## src/rtl/camera64x64_pkg.sv

```systemverilog
// Shared types and default geometry for the 64x64 camera readout sequencer.
package camera64x64_pkg;

  localparam int PIX_W    = 8;
  localparam int CAM_COLS = 64;
  localparam int CAM_ROWS = 64;

  typedef enum logic [2:0] {
    ST_IDLE,
    ST_HIGH,
    ST_LOW,
    ST_STALL,
    ST_GAP,
    ST_DONE
  } state_t;

endpackage

```

## src/rtl/camera64x64_sclk_gen.sv

```systemverilog
// SCLK register plus half-period down-counter; phase_end_o flags the last cycle of a phase.
module camera64x64_sclk_gen #(
  parameter int SCLK_DIV = 5
) (
  input  logic clk,
  input  logic rst_n,
  input  logic en_i,
  input  logic load_i,
  input  logic sclk_set_i,
  output logic sclk_o,
  output logic phase_end_o
);

  localparam int CW = (SCLK_DIV > 1) ? $clog2(SCLK_DIV) : 1;

  logic [CW-1:0] cnt_q, cnt_d;
  logic          sclk_q, sclk_d;

  always_comb begin
    cnt_d  = cnt_q;
    sclk_d = sclk_q;
    if (load_i) begin
      cnt_d  = CW'(SCLK_DIV - 1);
      sclk_d = sclk_set_i;
    end else if (en_i && (cnt_q != '0)) begin
      cnt_d = cnt_q - 1'b1;
    end
  end

  always_ff @(posedge clk or negedge rst_n) begin
    if (!rst_n) begin
      cnt_q  <= '0;
      sclk_q <= 1'b0;
    end else begin
      cnt_q  <= cnt_d;
      sclk_q <= sclk_d;
    end
  end

  assign sclk_o      = sclk_q;
  assign phase_end_o = en_i && (cnt_q == '0);

endmodule

```

## src/rtl/camera64x64_seq.sv

```systemverilog
// Readout sequencer: bursts SCLK per line, captures one pixel per pulse, valid/ready output.
// Optional CAM_SEQ_CONTINUOUS_EN: frames repeat back-to-back after a line gap.
//
// state | meaning
// IDLE  | waiting for start_i
// HIGH  | SCLK high half-period, pixel sampled on last cycle
// LOW   | SCLK low half-period
// STALL | SCLK held low until the pending pixel is accepted
// GAP   | inter-line (or inter-frame) idle
// DONE  | one-cycle frame_done_o pulse
module camera64x64_seq
  import camera64x64_pkg::*;
#(
  parameter int DW       = PIX_W,
  parameter int COLS     = CAM_COLS,
  parameter int ROWS     = CAM_ROWS,
  parameter int SCLK_DIV = 5,
  parameter int LINE_GAP = 1000
) (
  input  logic          clk,
  input  logic          rst_n,
  input  logic          start_i,
  output logic          sclk_o,
  input  logic [DW-1:0] pix_in_i,
  output logic          pix_valid_o,
  input  logic          pix_ready_i,
  output logic [DW-1:0] pix_data_o,
  output logic [5:0]    pix_x_o,
  output logic [5:0]    pix_y_o,
  output logic          busy_o,
  output logic          frame_done_o
);

  localparam int GW = $clog2(LINE_GAP + 1);

  state_t          state_q, state_d;
  logic [5:0]      col_q, col_d, row_q, row_d;
  logic [GW-1:0]   gap_q, gap_d;
  logic            valid_q;
  logic [DW-1:0]   data_q;
  logic [5:0]      x_q, y_q;

  logic sg_en, sg_load, sg_set, phase_end, sample;
  logic accepted, last_col, last_row;

  assign sg_en    = (state_q == ST_HIGH) || (state_q == ST_LOW);
  assign accepted = !valid_q || pix_ready_i;
  assign last_col = (col_q == 6'(COLS - 1));
  assign last_row = (row_q == 6'(ROWS - 1));

  camera64x64_sclk_gen #(.SCLK_DIV(SCLK_DIV)) u_sclk_gen (
    .clk         (clk),
    .rst_n       (rst_n),
    .en_i        (sg_en),
    .load_i      (sg_load),
    .sclk_set_i  (sg_set),
    .sclk_o      (sclk_o),
    .phase_end_o (phase_end)
  );

  always_comb begin
    state_d = state_q;
    col_d   = col_q;
    row_d   = row_q;
    gap_d   = gap_q;
    sg_load = 1'b0;
    sg_set  = 1'b0;
    sample  = 1'b0;
    unique case (state_q)
      ST_IDLE: begin
        if (start_i) begin
          state_d = ST_HIGH;
          sg_load = 1'b1;
          sg_set  = 1'b1;
          col_d   = '0;
          row_d   = '0;
        end
      end
      ST_HIGH: begin
        if (phase_end) begin
          state_d = ST_LOW;
          sg_load = 1'b1;
          sample  = 1'b1;
        end
      end
      ST_LOW, ST_STALL: begin
        // STALL re-evaluates every cycle; LOW only at the end of its half-period
        if ((state_q == ST_STALL) || phase_end) begin
          if (!accepted) begin
            state_d = ST_STALL;
          end else if (!last_col) begin
            state_d = ST_HIGH;
            sg_load = 1'b1;
            sg_set  = 1'b1;
            col_d   = col_q + 6'd1;
          end else if (!last_row) begin
            state_d = ST_GAP;
            gap_d   = GW'(LINE_GAP - 1);
            col_d   = '0;
            row_d   = row_q + 6'd1;
          end else begin
            state_d = ST_DONE;
          end
        end
      end
      ST_GAP: begin
        if (gap_q == '0) begin
          state_d = ST_HIGH;
          sg_load = 1'b1;
          sg_set  = 1'b1;
        end else begin
          gap_d = gap_q - 1'b1;
        end
      end
      ST_DONE: begin
`ifdef CAM_SEQ_CONTINUOUS_EN
        state_d = ST_GAP;
        gap_d   = GW'(LINE_GAP - 1);
        col_d   = '0;
        row_d   = '0;
`else
        state_d = ST_IDLE;
`endif
      end
      default: state_d = ST_IDLE;
    endcase
  end

  always_ff @(posedge clk or negedge rst_n) begin
    if (!rst_n) begin
      state_q <= ST_IDLE;
      col_q   <= '0;
      row_q   <= '0;
      gap_q   <= '0;
    end else begin
      state_q <= state_d;
      col_q   <= col_d;
      row_q   <= row_d;
      gap_q   <= gap_d;
    end
  end

  // Output pixel register; coordinates are captured together with the data
  always_ff @(posedge clk or negedge rst_n) begin
    if (!rst_n) begin
      valid_q <= 1'b0;
      data_q  <= '0;
      x_q     <= '0;
      y_q     <= '0;
    end else if (sample) begin
      valid_q <= 1'b1;
      data_q  <= pix_in_i;
      x_q     <= col_q;
      y_q     <= row_q;
    end else if (valid_q && pix_ready_i) begin
      valid_q <= 1'b0;
    end
  end

  assign pix_valid_o  = valid_q;
  assign pix_data_o   = data_q;
  assign pix_x_o      = x_q;
  assign pix_y_o      = y_q;
  assign frame_done_o = (state_q == ST_DONE);
`ifdef CAM_SEQ_CONTINUOUS_EN
  assign busy_o = (state_q != ST_IDLE);
`else
  assign busy_o = (state_q != ST_IDLE) && (state_q != ST_DONE);
`endif

endmodule

```

## config.mk

```make
export PLATFORM = sky130hd
export DESIGN_NAME = camera64x64_seq
export DESIGN_NICKNAME = d
export VERILOG_FILES = /design/src/rtl/camera64x64_pkg.sv /design/src/rtl/camera64x64_sclk_gen.sv /design/src/rtl/camera64x64_seq.sv
export SDC_FILE = /design/constraint.sdc
export NUM_CORES = 1
export LEC_CHECK = 0
export CORE_ASPECT_RATIO = 0.75
export CORE_MARGIN = 2
export CORE_UTILIZATION = 58
export CTS_CLUSTER_SIZE = 14
export DETAILED_ROUTE_END_ITERATION = 12
export PLACE_DENSITY_LB_ADDON = 0.1
export SETUP_SLACK_MARGIN = 0.4
export SLEW_MARGIN = 25
export SYNTH_ARGS = -nofsm -noshare
export SYNTH_HDL_FRONTEND = slang
export SYNTH_SLANG_ARGS = --single-unit
```

## constraint.sdc

```tcl
create_clock -name clk -period 6.4 [get_ports clk]
set_input_delay 1.28 -clock clk [delete_from_list [all_inputs] [get_ports clk]]
set_output_delay 1.28 -clock clk [all_outputs]
set_load 0.02 [all_outputs]
```

Word-level counts from Yosys, hierarchy flattened

Index checks and enable logic that the tools add are counted.

Register bits: 50
Bits of input ports: 12
Word-level logic and storage cells: 91

$add $sub $neg: 4
Equal/unequal tests: 17
Mux-type cells: 38
Reductions and logical operators: 22

Operators with widths:

| cell                                                                 | number |
|---|---|
| 6-bit 2-to-1 mux                                                     | 9 |
| 10-bit 2-to-1 mux                                                    | 5 |
| 3-bit 2-to-1 mux                                                     | 8 |
| 6-bit case mux with 2 select lines                                   | 2 |
| 10-bit case mux with 2 select lines                                  | 1 |
| 2-bit != test, second input constant                                 | 8 |
| 6-bit by 1-bit adder with 6-bit output, second input constant        | 2 |
| 6-bit == test, second input constant                                 | 2 |
| 3-bit case mux with 4 select lines                                   | 1 |
| 6-bit AND reduction                                                  | 2 |
| 10-bit zero test                                                     | 1 |
| 1-bit 2-to-1 mux                                                     | 10 |
| 10-bit by 1-bit subtractor with 10-bit output, second input constant | 1 |
| 2-bit nonzero test                                                   | 4 |
| 3-bit by 2-bit == test with 1-bit output, second input constant      | 2 |
| 3-bit == test, second input constant                                 | 2 |
| 3-bit zero test                                                      | 2 |
| 3-bit != test, second input constant                                 | 2 |
| 3-bit nonzero test                                                   | 2 |
| 5-bit AND reduction                                                  | 1 |
| 1-bit logical AND                                                    | 4 |
| 1-bit case mux with 4 select lines                                   | 1 |
| 4-bit AND reduction                                                  | 1 |
| 3-bit by 1-bit == test with 1-bit output, second input constant      | 1 |
| 5 further kinds                                                      | 7 |

Longest topological paths before layout

Gate-level depths: netlist (run 1).

Depth in word-level cells: 7
Gate-level depth with buffers: 7

Modules after synthesis

Synthesis (run 1) repeated with hierarchy kept, for this count alone.

Cell total of the unflattened synthesis: 230
Area total of the unflattened synthesis: 2,576.2 um^2

Modules (own cells, without submodules):

| module               | times used | cells each | area an instance (um^2) |
|---|---|---|---|
| camera64x64_seq      | 1          | 210        | 2,349.8 |
| camera64x64_sclk_gen | 1          | 20         | 226.5 |

Least setup slack after synthesis (run 1)

Ideal clock, no wire load.

Kind: input to register
Start: input start_i
End: register row_q[3]
Arrival: 2.403 ns
Data required time: 6.322 ns
Slack: 3.920 ns
Stages on the path: 4
Path buffers: 0
Cell sequence: nor4b_2 -> nor2_1 -> or4_1 -> a21oi_1

Cells in the longest elaborated chain, start to end: 2

Ends and longest elaborated chain:

| element                       | line                   | text |
|---|---|---|
| from (decl)                   | camera64x64_seq.sv:22  | `input logic start_i,` |
| 2-bit != test (no line)       | n/a                    |  |
| 6-bit AND reduction (no line) | n/a                    |  |
| to (signal assigned)          | camera64x64_seq.sv:138 | `row_q <= row_d;` |
| to (decl)                     | camera64x64_seq.sv:37  | `logic [5:0] col_q, col_d, row_q, row_d;` |

No other way between the ends.
A chain may end at the register's enable or synchronous reset.

Worst setup path after layout (run 1)

Start: register state_q[1]
End: output frame_done_o

Cells in the longest elaborated chain, start to end: 1

Ends and longest elaborated chain:

| element                | line                   | text |
|---|---|---|
| from (decl)            | camera64x64_seq.sv:36  | `state_t state_q, state_d;` |
| from (signal assigned) | camera64x64_seq.sv:136 | `state_q <= state_d;` |
| 3-bit == test          | camera64x64_seq.sv:164 | `assign frame_done_o = (state_q == ST_DONE);` |
| to (decl)              | camera64x64_seq.sv:31  | `output logic frame_done_o` |

No other way between the ends.

==> results_dict.tcl, run 1 <==
set metrics [dict create \
    status "finished, final reports clean" \
    clock_path_buffers 2 \
    io_pins 36 \
    startpoint_type "flop" \
    maxCapViolations 0 \
    wl_met2_mm 2.287 \
    ant_nets 0 \
    first_global_vias 1894 \
    yosysTopAreaCellShare 0.4857 \
    grt_pass1_wl_mm 9.142 \
    synth_top_area_cell "dfrtp_1" \
    hold_viol 0 \
    dr.pass1.iters 4 \
    grt_setup_unrepaired "no" \
    path_clk_slew_ns 0.08 \
    ys_seq_area_frac 0.4857 \
    cts-hold-fix-buffers 0 \
    portBuffers 35 \
    p_leak_nw 1.330 \
    dp.cells 328 \
    drc 0 \
    die_y_um 61.72 \
    cts_sinks 50 \
    antenna_found_initial 0 \
    report.final.slew_viol_count 0 \
    coreArea_mm2 0.004154 \
    cp.required_ns 5.12 \
    final_cell_count_no_fill 335 \
    die_w_um 80.96 \
    reg2reg_depth 6 \
    synth.area.top_cells "dfrtp_1 (49%), mux2_2 (9.6%), nor2_1 (2.9%), nand3_1 (2.5%), ha_1 (2.4%)" \
    timing.rr.start "col_q[0]$_DFFE_PN0P_" \
    syn2layout_area_growth_pct 17.63 \
    start_util 0.6202 \
    yosys_warnings 0 \
    diodes 0 \
    top_layer "met4" \
    min_from "pix_data_o[1]$_DFFE_PN0P_" \
    setup_viol 0 \
    cts_buffers 5 \
    wirelength_mm 5.347 \
    die-area_mm2 0.004996 \
    postSynthNetCount 264 \
    cts-resized-gates 0 \
    ys_ff_latch 50 \
    grtUsageTotal 0.2435 \
    power.total_mw 1.189 \
    grt_overflow 0 \
    cts-root-buf "clkbuf_8" \
    clk_latency_ns 0.30 \
    p_per_area_mw_per_mm2 392.5 \
    final_nets 297 \
    synthTopCellsByCount "dfrtp_1 (50), mux2_2 (22), nor2_1 (20), nand2_1 (15), nand3_1 (13)" \
    cts_tree "yes" \
    hold_depth 1 \
    end_kind "output port" \
    max_slew.worst_pin.slew_ns 0.9528 \
    dpl.hpwl_mm 3.888 \
    synth-edff-count 0 \
    wl_per_cell_um 15.96 \
    fp-row-count 20 \
    hold_path.class "reg2reg" \
    peakVddDrop_uv 248.4 \
    reg2reg_to "gap_q[0]$_DFFE_PN0P_" \
    yosysMostFrequentCell "dfrtp_1" \
    vias_per_cell 5.955 \
    grt_max_degree 51 \
    vias 1995 \
    fin_skew_ns 0.006344 \
    setup_tns_ns 0 \
    synth_flop_cell "dfrtp_1" \
    finalCriticalPeriod_ns 3.096 \
    maxSlewHeadroom 0.3618 \
    syn_inst 247 \
    routabilityCongestion 0.8959 \
    drtIter0Drc 145 \
    drive_gt1_frac 0.1571 \
    fin_crit_sh 0.4838 \
    h-tree-depth 2 \
    post_cts.repair.setup_buffers 0 \
    max_freq_mhz 323.0 \
    met3_length_um 431 \
    critPathKind "reg2out" \
    avgSynthCellArea_um2 10.43 \
    netlist-cell-type-count 49 \
    r2r_slack_ns 3.88 \
    hold_end "pix_data_o[1]$_DFFE_PN0P_" \
    async_reset_ff_frac 1.000 \
    crit_arrival_ns 1.82 \
    synth_area_mm2 0.002576 \
    wl_met1_mm 2.600 \
    cp_max_fo 12 \
]
-- cell type report --
| type | count | area (um2) |
|---|---|---|
| fillers | 322 | 1124 |
| multi-input cells | 178 | 1242 |
| inverters | 9 | 33.78 |
| clock inverters | 2 | 10.01 |
| repair buffers | 36 | 355.3 |
| clock buffers | 5 | 68.82 |
| well taps | 55 | 68.82 |
| flip-flops and latches | 50 | 1251 |
-- how the worst max path moves through the flow --
stage	to	slack, ns	cells past startpoint	startpoint
floorplan	row_q[3]$_DFFE_PN0P_	3.92	4	start_i
global placement	gap_q[0]$_DFFE_PN0P_	3.15	5	pix_ready_i
detailed placement	gap_q[0]$_DFFE_PN0P_	3.05	5	pix_ready_i
CTS	frame_done_o	3.30	3	state_q[1]$_DFFE_PN0P_
global route	row_q[3]$_DFFE_PN0P_	3.15	5	start_i
finish	frame_done_o	3.30	3	state_q[1]$_DFFE_PN0P_
-- flip-flops by register name, summed over array words and instances, names as in the netlist --
| register | flops |
|---|---|
| gap_q | 10 |
| pix_data_o | 8 |
| col_q | 6 |
| pix_x_o | 6 |
| pix_y_o | 6 |
| row_q | 6 |
| state_q | 3 |
| u_sclk_gen.cnt_q | 3 |
| pix_valid_o | 1 |
| u_sclk_gen.sclk_o | 1 |
-- layer usage --
| layer | global-route usage | vias up |
|---|---|---|
| met1 | 0.3655 | 947 |
| li1 | - | 972 |
| met4 | 0.05569 | 0 |
| met3 | 0.07225 | 4 |
| met2 | 0.3530 | 72 |
| met5 | 0 | - |
-- where the power goes --
group	internal [mW]	switching [mW]
sequential	0.405	0.0811
combinational	0.246	0.285
clock	0.0736	0.0987
-- through the flow --
step | hold slack, ns | cell area, um2 | setup slack [ns] | utilization
3_5_place_dp | 0.4958 | 2952 | 3.050 | 0.7105
4_1_cts | 0.5142 | 3030 | 3.298 | 0.7295
6_report | 0.5093 | 3030 | 3.304 | 0.7295
5_1_grt | 0.5276 | 3030 | 3.155 | 0.7295
2_1_floorplan | 0.4951 | 2576 | 3.920 | -
3_3_place_gp | 0.4884 | 2944 | 3.152 | 0.7087
-- placed cells by master (no fill, tap or decap), types with 3 or more instances in the layout --
cell,count
clkdlybuf4s50_1,34
nor2b_1,3
and3_1,5
nand4_1,4
or4_1,5
nor2_1,20
ha_1,5
mux2_2,22
inv_1,9
nand2_1,15
clkbuf_8,5
mux2i_1,3
nand3_1,13
nand2b_1,7
o31ai_1,8
nor3_1,7
o21ai_0,11
a31oi_1,6
or2_2,3
dfrtp_1,50
a21oi_1,7
-- cells by family (layout without fill, tap and decap cells) --
kind of cell    after synthesis  in the layout  share of synthesized area
compound gates               49             49                     0.1306
xor+xnor                      3              3                    0.01020
fa+ha+maj                     5              5                    0.02428
buf+inv                      19             52                    0.03594
flops                        50             50                     0.4857
mux                          25             25                     0.1078
simple gates                 96             96                     0.2054
-- critical path, stage by stage, from the launching register on --
cell and delay [ns]:
dfrtp_1 0.53, nand2b_1 0.27, nor2_1 0.12, clkdlybuf4s50_1 0.61
(Power assumes the default switching activity.)
==> run 2, diff against run 1 <==
--- a/config.mk
+++ b/config.mk
@@ -7,7 +7,7 @@
 export LEC_CHECK = 0
 export CORE_ASPECT_RATIO = 0.75
 export CORE_MARGIN = 2
-export CORE_UTILIZATION = 58
+export CORE_UTILIZATION = 49
 export CTS_CLUSTER_SIZE = 14
 export DETAILED_ROUTE_END_ITERATION = 12
 export PLACE_DENSITY_LB_ADDON = 0.1
==> constraint.sdc (replaced) <==
create_clock -name clk -period 2.7 [get_ports clk]
set_input_delay 0.54 -clock clk [delete_from_list [all_inputs] [get_ports clk]]
set_output_delay 0.54 -clock clk [all_outputs]
set_load 0.02 [all_outputs]
==> results_dict.tcl, run 2 (same netlist as run 1, synthesis figures left out) <==
set metrics [dict create \
    status "finished, final reports clean" \
    drc 0 \
    setup_viol 0 \
    regMostFlops "gap_q" \
    diodes 0 \
    peakVddDrop_uv 697.9 \
    fin_util 0.6419 \
    cts-root-buf "clkbuf_8" \
    h-tree-depth 2 \
    portBuffers 35 \
    p_leak_nw 1.410 \
    cts_buffers 5 \
    syn2layout_area_growth_pct 24.14 \
    clk_latency_ns 0.30 \
    globalRoute.busiestLayer "met1" \
    io_pins 36 \
    largest_register_ffs 10 \
    hold_path.class "in2async" \
    p_per_area_mw_per_mm2 964.9 \
    fp-row-count 22 \
    grt_pass1_wl_mm 9.135 \
    grtUsageTotal 0.2030 \
    cp_max_fo 10 \
    antenna_found_initial 0 \
    end_kind "output port" \
    grt_max_degree 29 \
    die-area_mm2 0.005860 \
    clock_path_buffers 2 \
    ant_nets 0 \
    crit_arrival_ns 1.69 \
    drive_gt1_frac 0.2027 \
    routabilityCongestion 0.8557 \
    report.final.slew_viol_count 0 \
    die_y_um 66.80 \
    max_slew.worst_pin.slew_ns 0.7363 \
    cts_tree "yes" \
    coreArea_mm2 0.004982 \
    dpl.hpwl_mm 3.798 \
    cp.required_ns 2.16 \
    grtUsageMet3 0.04833 \
    wl_per_cell_um 14.78 \
    max_freq_mhz 447.7 \
    fin_skew_ns 0.009669 \
    final_cell_mix "dfrtp_1 (47), clkdlybuf4s50_1 (33), mux2_2 (22)" \
    maxCapViolations 0 \
    first_global_vias 1899 \
    setup_tns_ns 0 \
    final_nets 307 \
    wirelength_mm 5.364 \
    drtIter0Drc 127 \
    maxSlewHeadroom 0.5040 \
    start_util 0.5171 \
    finalCriticalPeriod_ns 2.234 \
    cts_sinks 50 \
    cts-hold-fix-buffers 0 \
    nFillCells 432 \
    grt_overflow 0 \
    die_w_um 87.73 \
    dr.pass1.iters 4 \
    path_clk_slew_ns 0.09 \
    hold_viol 0 \
    critPathKind "reg2out" \
    grt_setup_unrepaired "yes" \
    grtUsageMet1 0.2982 \
    startpoint_type "flop" \
    grtUsageMet2 0.2945 \
    fin_crit_sh 0.8273 \
    vias 2024 \
    final_cell_count_no_fill 363 \
    vias_per_cell 5.576 \
    mostFrequentLayoutCell "dfrtp_1" \
    dp.cells 353 \
]
-- run 2: metrics by stage --
stage	total power [mW]	hold WS, ns	cell area, um2	setup WS [ns]
final	3.086	0.2441	3198	0.4664
after CTS	3.089	0.2661	3164	0.4073
after floorplan	1.951	0.2444	2576	0.5691
after detailed placement	2.454	0.4943	3025	0.2869
after global placement	2.434	0.4890	3025	0.3714
after global routing	3.320	0.2936	3198	0.3901
-- run 2: layer usage --
layer  routed length (um)  vias to the layer above
met5                    0                        -
met2                 2286                       52
met4                   30                        0
met1                 2803                      972
met3                  243                        2
li1                     -                      998
-- run 2: where the power goes --
part / internal (mW) / switching, mW / total [mW]
Clock: 0.371 / 0.256 / 0.627
Sequential: 0.963 / 0.184 / 1.15
Combinational: 0.634 / 0.679 / 1.31
-- run 2: worst paths after layout --
kind | startpoint | to | slack [ns] | depth (start not counted)
max in group asynchronous | rst_n | col_q[2]$_DFFE_PN0P_ | 1.79 | 2
hold / removal | rst_n | gap_q[6]$_DFFE_PN0P_ | 0.24 | 1
setup / recovery | state_q[2]$_DFFE_PN0P_ | busy_o | 0.47 | 3
setup reg to reg | row_q[0]$_DFFE_PN0P_ | gap_q[3]$_DFFE_PN0P_ | 0.50 | 7
hold reg to reg | pix_x_o[2]$_DFFE_PN0P_ | pix_x_o[2]$_DFFE_PN0P_ | 0.51 | 1
min in group clk | pix_x_o[2]$_DFFE_PN0P_ | pix_x_o[2]$_DFFE_PN0P_ | 0.51 | 1
-- run 2: repair_timing --
item | 4_1_cts | 5_1_grt
resized for setup | 3 | 5
pin swaps | 0 | 1
buffers inserted | 0 | 2
setup endpoints to repair | 1 | 16
-- run 2: final cells by class --
class / instances / area (um2) / share of cell area
timing repair buffer: 46 / 426.7 / 0.1334
multi-input combinational: 178 / 1255 / 0.3924
clock inverter: 3 / 68.82 / 0.02152
sequential: 50 / 1255 / 0.3924
tap: 72 / 90.09 / 0.02817
inverter: 9 / 33.78 / 0.01056
clock buffer: 5 / 68.82 / 0.02152
-- run 2: worst max-delay path, cell delays in order (launching register included) --
cell and delay (ns):
dfrtp_2 0.49, and2_0 0.18, o21bai_1 0.12, clkdlybuf4s50_1 0.61
==> run 3, diff against run 2 <==
==> constraint.sdc (replaced) <==
create_clock -name clk -period 2 [get_ports clk]
set_input_delay 0.4 -clock clk [delete_from_list [all_inputs] [get_ports clk]]
set_output_delay 0.4 -clock clk [all_outputs]
set_load 0.02 [all_outputs]
==> results_dict.tcl, run 3 (same netlist as run 1, synthesis figures left out) <==
set metrics [dict create \
    p_per_area_mw_per_mm2 1291 \
    clock_path_buffers 2 \
    fp-row-count 22 \
    grtUsageTotal 0.2739 \
    ant_nets 0 \
    maxSlewHeadroom 0.6961 \
    cp.required_ns 2.21 \
    peakVddDrop_uv 1061 \
    final_nets 372 \
    diodes 0 \
    wirelength_mm 8.606 \
    first_global_vias 2268 \
    maxCapViolations 0 \
    fin_skew_ns 0.003697 \
    grt_pass1_wl_mm 11.93 \
    antenna_found_initial 0 \
    cp_max_fo 5 \
    mostFrequentLayoutCell "buf_4" \
    dpl_cell_area_mm2 0.003392 \
    h-tree-depth 2 \
    die_y_um 66.80 \
    cts_tree "yes" \
    dr.pass1.iters 5 \
    portBuffers 35 \
    die-area_mm2 0.005860 \
    io_pins 36 \
    dp.cells 378 \
    vias_per_cell 6.065 \
    vias 2596 \
    regMostFlops "gap_q" \
    setup_viol 0 \
    cts_buffers 5 \
    crit_arrival_ns 2.14 \
    grt_max_degree 51 \
    coreArea_mm2 0.004982 \
    nFillCells 255 \
    startpoint_type "flop" \
    max_slew.worst_pin.slew_ns 0.4523 \
    largest_register_ffs 10 \
    status "finished, final reports clean" \
    cts-root-buf "clkbuf_8" \
    report.final.slew_viol_count 0 \
    syn2layout_area_growth_pct 62.65 \
    final_cell_count_no_fill 428 \
    hold_path.class "in2async" \
    start_util 0.5171 \
    drtIter0Drc 334 \
    setup_tns_ns 0 \
    grt_overflow 0 \
    routabilityCongestion 0.8588 \
    end_kind "flop" \
    critPathKind "reg2reg" \
    clk_latency_ns 0.32 \
    path_clk_slew_ns 0.10 \
    fin_crit_sh 0.9658 \
    cts_sinks 50 \
    finalCriticalPeriod_ns 1.932 \
    die_w_um 87.73 \
    final_cell_mix "buf_4 (52), dfrtp_1 (50), dlygate4sd2_1 (22)" \
    stdcell_area_mm2 0.004190 \
    drive_gt1_frac 0.4747 \
    max_freq_mhz 517.7 \
    dpl.hpwl_mm 4.295 \
    p_leak_nw 1.919 \
    wl_per_cell_um 20.11 \
    cts-hold-fix-buffers 0 \
    drc 0 \
    grt_setup_unrepaired "yes" \
    hold_viol 0 \
]
==> run 3: cell types whose count changed in the layout (fill, tap and decap cells not counted), moves of 5 or more <==
cell and delta:
buf_4 +41, buf_6 +17, clkdlybuf4s50_1 -23, dlygate4sd2_1 +21, mux2_2 -21, mux2_4 +21
o21ai_0 -8, o31ai_1 -5
==> run 3: final timing paths <==
| check | startpoint | endpoint | slack [ns] | cells after the start |
|---|---|---|---|---|
| hold reg to reg | pix_x_o[0]$_DFFE_PN0P_ | pix_x_o[0]$_DFFE_PN0P_ | 0.51 | 1 |
| max in group asynchronous | rst_n | gap_q[1]$_DFFE_PN0P_ | 1.70 | 2 |
| min in group clk | pix_x_o[0]$_DFFE_PN0P_ | pix_x_o[0]$_DFFE_PN0P_ | 0.51 | 1 |
| hold / removal | rst_n | gap_q[8]$_DFFE_PN0P_ | 0.04 | 2 |
| setup reg to reg | gap_q[2]$_DFFE_PN0P_ | gap_q[0]$_DFFE_PN0P_ | 0.07 | 5 |
| setup / recovery | gap_q[2]$_DFFE_PN0P_ | gap_q[0]$_DFFE_PN0P_ | 0.07 | 5 |
==> run 3: power breakdown <==
group	internal [mW]	leakage, nW	switching (mW)
Sequential	1.30	0.623	0.223
Combinational	1.60	1.24	1.55
Clock	0.374	0.0514	0.370
Total	3.27	1.92	2.15
==> run 3: metrics by stage <==
stage	hold WS [ns]	worst slack, ns	total power, mW	utilization
floorplan	0.1044	0.04401	2.839	-
global placement	0.4073	0.04410	3.689	0.6808
detailed placement	0.4112	0.0004647	3.740	0.6808
CTS	0.07042	0.09351	4.786	0.7762
global route	0.06398	0.009877	5.667	0.8410
finish	0.04215	0.06847	5.411	0.8410
==> run 3: what timing repair did <==
item / in CTS / in global routing
resized for setup: 68 / 50
setup buffers: 22 / 16
setup endpoints to repair: 72 / 50
pin swaps: 13 / 14
cloned: 3 / 1
==> run 3: final cells by class <==
type                            instances  area [um2]  area share
Sequential cell                        50        1251      0.2986
Clock buffer                            6       72.57     0.01732
Tap cell                               72       90.09     0.02150
Inverter                                9       33.78    0.008062
Clock inverter                          2       37.54    0.008958
Timing Repair Buffer                  110        1045      0.2493
Multi-Input combinational cell        179        1660      0.3962
==> run 3: per-layer routing <==
layer	up-vias	global-route usage	part of all wire
met1	1249	0.3948	0.43
met3	31	0.05576	0.091
li1	1132	-	-
met5	-	0	0
met2	184	0.4081	0.45
met4	0	0.09808	0.030
==> run 3: critical path, cell delays in order, from the launching register on <==
cell and delay, ns:
dfrtp_1 0.40, or4_4 0.60, nor4_4 0.33, buf_4 0.20, nor3_2 0.05, mux2_4 0.26
